$ cat src/rtl/rd_pkg.sv
// rd_pkg: shared types and constants for the restoring divider.
// Holds the controller state encoding, the default operand width and
// a helper that sizes the step counter so it can hold the value W.
package rd_pkg;

    typedef enum logic [1:0] {
        IDLE = 2'd0,
        OP   = 2'd1,
        DONE = 2'd2
    } state_t;

    localparam int RD_W  = 8;
    localparam int RD_CW = $clog2(RD_W + 1);

    function automatic int rd_cnt_w(input int w);
        return $clog2(w + 1);
    endfunction

endpackage

$ cat src/rtl/rd_if.sv
// rd_if: request/result bundle of the restoring divider.
// The master side issues start/x/y and observes the results; the slave
// side is the divider itself. The divzero wire only exists when the
// build defines RD_DIVZERO_FLAG_EN.
interface rd_if
    import rd_pkg::*;
#(
    parameter int W = RD_W
);

    logic         start;
    logic [W-1:0] x;
    logic [W-1:0] y;
    logic [W-1:0] quotient;
    logic [W-1:0] remainder;
    logic         done;
`ifdef RD_DIVZERO_FLAG_EN
    logic         divzero;

    modport master (output start, x, y, input quotient, remainder, done, divzero);
    modport slave  (input start, x, y, output quotient, remainder, done, divzero);
`else
    modport master (output start, x, y, input quotient, remainder, done);
    modport slave  (input start, x, y, output quotient, remainder, done);
`endif

endinterface

$ cat src/rtl/rd_step.sv
// rd_step: one combinational restoring-division step.
// Shifts the next dividend bit into the partial remainder and subtracts
// the divisor when it fits. The trial value keeps one extra bit so a
// divisor close to 2^W-1 never makes the compare wrap.
module rd_step
    import rd_pkg::*;
#(
    parameter int W = RD_W
) (
    input  logic [W-1:0] rem_acc,
    input  logic         dvd_msb,
    input  logic [W-1:0] y,
    output logic [W-1:0] new_rem,
    output logic         q_bit
);

    logic [W:0]   trial;
    logic [W-1:0] trial_sub;

    // Trial remainder, compare and restore; when the divisor fits the
    // difference is below y, so its low W bits are the whole result.
    always_comb begin
        trial     = {rem_acc, dvd_msb};
        trial_sub = trial[W-1:0] - y;
        q_bit     = (trial >= {1'b0, y});
        new_rem   = q_bit ? trial_sub : trial[W-1:0];
    end

endmodule

$ cat src/rtl/rd.sv
// rd: sequential unsigned restoring divider, one quotient bit per clock.
// A start seen in IDLE latches x and y, W steps run in OP, and DONE
// publishes quotient/remainder with a one-cycle done pulse.
// Optional feature: define RD_DIVZERO_FLAG_EN to add the divzero output,
// which reports that the finished operation had a zero divisor.
module rd
    import rd_pkg::*;
#(
    parameter int W = RD_W
) (
    input  logic clk,
    input  logic reset,
    rd_if.slave  bus
);

    localparam int CW = rd_cnt_w(W);

    state_t        state;
    logic [W-1:0]  dvd;
    logic [W-1:0]  y_reg;
    logic [W-1:0]  rem_acc;
    logic [CW-1:0] count;
    logic [W-1:0]  step_rem;
    logic          step_q;

    rd_step #(.W(W)) u_step (
        .rem_acc (rem_acc),
        .dvd_msb (dvd[W-1]),
        .y       (y_reg),
        .new_rem (step_rem),
        .q_bit   (step_q)
    );

    // Controller, datapath registers and result registers; the dividend
    // register doubles as the quotient accumulator as bits shift in.
    always_ff @(posedge clk) begin
        if (reset) begin
            state         <= IDLE;
            dvd           <= '0;
            y_reg         <= '0;
            rem_acc       <= '0;
            count         <= '0;
            bus.quotient  <= '0;
            bus.remainder <= '0;
            bus.done      <= 1'b0;
`ifdef RD_DIVZERO_FLAG_EN
            bus.divzero   <= 1'b0;
`endif
        end else begin
            bus.done <= 1'b0;
            case (state)
                IDLE: begin
                    if (bus.start) begin
                        dvd     <= bus.x;
                        y_reg   <= bus.y;
                        rem_acc <= '0;
                        count   <= CW'(W);
                        state   <= OP;
                    end
                end
                OP: begin
                    dvd     <= {dvd[W-2:0], step_q};
                    rem_acc <= step_rem;
                    count   <= count - CW'(1);
                    if (count == CW'(1)) begin
                        state <= DONE;
                    end
                end
                DONE: begin
                    bus.quotient  <= dvd;
                    bus.remainder <= rem_acc;
                    bus.done      <= 1'b1;
`ifdef RD_DIVZERO_FLAG_EN
                    bus.divzero   <= (y_reg == '0);
`endif
                    state         <= IDLE;
                end
                default: begin
                    state <= IDLE;
                end
            endcase
        end
    end

endmodule

$ cat src/flat_wrapper.sv
// flat-port wrapper written by rule: the top's interface ports become plain ports
module rd_flat import rd_pkg::*;
#(
    parameter int W = RD_W
)
  (clk, reset, bus_start, bus_x, bus_y, bus_quotient, bus_remainder, bus_done);
  rd_if #(.W(W)) bus_i ();
  input  logic clk;
  input  logic reset;
  input wire logic [$bits(bus_i.start)-1:0] bus_start;
  input wire logic [$bits(bus_i.x)-1:0] bus_x;
  input wire logic [$bits(bus_i.y)-1:0] bus_y;
  output wire logic [$bits(bus_i.quotient)-1:0] bus_quotient;
  output wire logic [$bits(bus_i.remainder)-1:0] bus_remainder;
  output wire logic [$bits(bus_i.done)-1:0] bus_done;
  assign bus_i.start = bus_start;
  assign bus_i.x = bus_x;
  assign bus_i.y = bus_y;
  assign bus_quotient = bus_i.quotient;
  assign bus_remainder = bus_i.remainder;
  assign bus_done = bus_i.done;
  rd #(.W(W)) u_core (.clk(clk), .reset(reset), .bus(bus_i));
endmodule
$ cat config.mk
export PLATFORM = sky130hd
export DESIGN_NAME = rd_flat
export DESIGN_NICKNAME = d
export VERILOG_FILES = /design/src/rtl/rd_pkg.sv /design/src/rtl/rd_if.sv /design/src/rtl/rd_step.sv /design/src/rtl/rd.sv /design/src/flat_wrapper.sv
export SDC_FILE = /design/constraint.sdc
export NUM_CORES = 1
export LEC_CHECK = 0
export ABC_AREA = 1
export BUFFER_PORTS_ARGS = -buffer_cell sky130_fd_sc_hd__buf_2
export CAP_MARGIN = 20
export CORE_MARGIN = 2
export CORE_UTILIZATION = 35
export CTS_BUF_LIST = sky130_fd_sc_hd__clkbuf_16
export DETAILED_ROUTE_END_ITERATION = 7
export PLACE_DENSITY = 0.51
export SLEW_MARGIN = 20
export SYNTH_ARGS = -nofsm -noshare
export SYNTH_HDL_FRONTEND = slang
export SYNTH_SLANG_ARGS = --single-unit
$ cat constraint.sdc
create_clock -name clk -period 1.7 [get_ports clk]
set_input_delay 0.34 -clock clk [delete_from_list [all_inputs] [get_ports clk]]
set_output_delay 0.34 -clock clk [all_outputs]
set_load 0.005 [all_outputs]
==> results.cfg <==
[setup_path]
worst_ep_required_time_ns = 1.93
worstSetupEndpointType = register
worst-path-max-fanout = 4
crit_arrival_ns = 1.91
critPathKind = register to register
critical_path.most_common_cell = nand2_4
critical_path.cell_chain = inv_1, ha_4, nand2_4, nor2_1, nand2_1, nand3_4, nand2_4, buf_4, nand3_1, nand3_2, a21oi_2
crit_slowest_cell = dfxtp_1
cp-start-kind = register
crit_path_max_incr_delay_ns = 0.31

[timing]
setup_violations = 0
timing.slew.headroom_pct = 78.06
report.final.slew_viol_count = 0
post-route-period-util_pct = 98.71
final_hold_viol_count = 0
final.setup.worst_slack_ns = 0.02201
worst_slew_pin_slew_ns = 0.3287
fin_skew_ns = 0.006720
totalNegativeSetupSlack_ns = 0
fmaxAchievable_mhz = 596.0
layout_min_cycle_time_ns = 1.678

[placement]
io_buffer_count = 35
place_congestion = 0.9005
dp.cells = 427
dp_hpwl_um = 4024
place_ws_ns = -0.02541

[route]
initialDrtViolationCount = 60
antenna_left = 0
dr.pass1.iters = 5
remaining_drc_errors = 0
routedWlPerCell_um = 13.19
postRouteWirelength_um = 5856
total_number_of_vias = 2140
viasPerCell = 4.820

[layout]
fillCellCount = 672
instances_no_fill = 444
insertedDiodeCount = 0
area_delta_synth_final_pct = 29.04
final_nets = 397
final_layout_size_suffix_gt1_share_pct = 32.15

[synth]
mapped_nets = 345
synthesis.area_per_instance_um2 = 7.372
synth-seq-cells = 47
postSynthCellCount = 315
synth_cell_type_count = 34
post_synth_instance_area_um2 = 2322
sequential_cell_area_fraction_in_the_yosys_report_pct = 40.52
synth_warnings = 0

[cts]
clockRootBuffer = clkbuf_16
cts.reportedPaths.clkPinSlew_ns = 0.07
cts_tree = built
cts_htree_levels = 2
worst_skew_pair.late_latency_ns = 0.29
clock_sink_count = 47
tritoncts.num_buffers = 5
max-clock-path-buffers = 2

[power]
leakagePower_nw = 1.389
power.switching_mw = 1.839
p_clk_share_pct = 21.0
internal_power_mw = 2.723
comb_power_share_pct = 49.5
switching_share_pct = 40.31
flop_pwr_share_pct = 29.5
power_density_over_the_cells_nw_per_um2 = 1522
vdd_ir_drop_max_v = 0.0006396
totalPowerFinal_mw = 4.561

[min_path]
holdCritPathClass = input pin to register

[global_routing]
vias_in_the_first_global_route = 2045
grt_start_max_net_pins = 25
antenna_violations_before_repair = 0
grt_pass1_wl_um = 9535
grt_util_all_layers_pct = 16.46
gr-total-overflow = 0

[floorplanning]
start_util_pct = 36.36
die_w_um = 85.46
die_y_um = 85.46
design.die.area_um2 = 7303
core_area_um2 = 6386
ios = 36
std_cell_rows = 29

[flow_run]
maxCapViolCount = 0

[status]
run_status = complete, no violations
## stage by stage
stage / cell area, um^2 / hold WS [ns] / utilization (%)
2_1_floorplan: 2322 / 0.4350 / -
3_3_place_gp: 2605 / 0.4495 / 40.79
3_5_place_dp: 2605 / 0.4543 / 40.79
4_1_cts: 2746 / 0.3163 / 43.01
5_1_grt: 2997 / 0.3228 / 46.92
6_report: 2997 / 0.3219 / 46.92
## worst max-delay path: cells and delay by family, from the launching register on
family	cells	cell delay [ns]
AND/OR/NAND/NOR	7	0.68
flip-flops	1	0.31
adder cells (fa/ha/maj)	1	0.30
buffers and inverters	2	0.21
AO/OA/AOI/OAI	1	0.12
## logic make-up after synthesis
family	after synthesis	synth area share (%)
XOR/XNOR	3	1.132
buffers and inverters	52	9.537
flip-flops	47	40.52
AO/OA/AOI/OAI	63	15.36
AND/OR/NAND/NOR	139	27.21
adder cells (fa/ha/maj)	11	6.250
## final cells by class
cell class | count | area (um^2) | area share, %
multi-input cells | 217 | 1333 | 44.47
flip-flops and latches | 47 | 953.4 | 31.82
repair buffers | 54 | 317.8 | 10.61
inverters | 42 | 157.7 | 5.261
clock buffers | 5 | 125.1 | 4.175
well taps | 77 | 96.34 | 3.215
clock inverters | 2 | 13.76 | 0.4593
## power groups by stage
stage	registers (mW)	clock network, mW	logic, mW
finish	1.35	0.957	2.26
global route	1.36	1.04	2.52
CTS	1.31	0.991	1.76
detailed placement	1.33	0	1.75
global placement	1.33	0	1.74
floorplan	1.30	0	1.40
## Yosys cell counts
cell       n  area (um^2)
a311oi_1   1        8.760
a21oi_2    1        8.760
inv_2      3        11.26
clkinv_1   2        7.510
buf_4      2        15.01
nand3_2    4        40.04
nor3_1     3        15.01
nor2_2     2        12.51
nand2_4    3        33.78
a31oi_1    4        25.02
o211ai_1   1        7.510
a21oi_1   27        135.1
o21ai_1    3        15.01
inv_1     37        138.9
nor3_2     1        10.01
nand3_1   19        95.09
nor2_1    30        112.6
dfxtp_1   47        940.9
buf_12     1        20.02
buf_2      2        10.01
clkbuf_1   5        18.77
xor2_1     2        17.52
fa_1       1        20.02
xnor2_1    1        8.760
a21oi_4    1        16.27
a211oi_1   1        7.510
a31oi_2    1        12.51
a22oi_1    2        15.01
nand4_1    2        12.51
ha_1      10        125.1
nor2_8     1        20.02
nand2_2    1        6.260
nand2_1   73        274.0
o21ai_0   21        105.1
## cell usage in the layout, fill, tap and decap left out, types with 2 or more instances in the layout
cell type / synthesis / final
xor2_1: 2 / 2
nor2_2: 2 / 5
inv_1: 37 / 31
nand2_1: 73 / 67
o21ai_1: 3 / 3
nand3_1: 19 / 17
a31oi_1: 4 / 4
buf_2: 2 / 35
clkbuf_16: 0 / 5
a21oi_2: 1 / 3
ha_4: 0 / 8
nand2_2: 1 / 6
nand2_4: 3 / 5
nor3_1: 3 / 3
ha_1: 10 / 2
nor2_1: 30 / 27
a21oi_1: 27 / 25
clkinv_1: 2 / 2
dfxtp_1: 47 / 37
a22oi_1: 2 / 2
nand4_1: 2 / 2
buf_4: 2 / 19
inv_2: 3 / 9
dfxtp_2: 0 / 10
nand3_2: 4 / 5
o21ai_0: 21 / 21
## routing by layer
metal,global-route usage (%),routed length (um),share of wire (%)
met2,28.84,2958,51
met5,0,0,0
met3,3.502,144,2.5
met4,4.329,63,1.1
met1,20.45,2690,46
## timing repair
item / 4_1_cts / 5_1_grt
gates resized for setup: 1 / 44
hold endpoints to repair: 0 / 0
cloned: 0 / 1
pin swaps: 0 / 19
hold buffers: 0 / 0
buffers inserted: 0 / 9
setup endpoints to repair: 1 / 9
## path summary, 6_finish.rpt
check / to / startpoint / slack, ns / cells past startpoint
worst min register to register: u_core.y_reg[4] / u_core.y_reg[4] / 0.47 / 2
worst max register to register: u_core.rem_acc[6] / u_core.y_reg[3] / 0.02 / 11
worst max-delay path: u_core.rem_acc[6] / u_core.y_reg[3] / 0.02 / 11
worst min-delay path: u_core.dvd[2] / bus_x[2] / 0.32 / 3
Power figures use the tool's default switching activity.
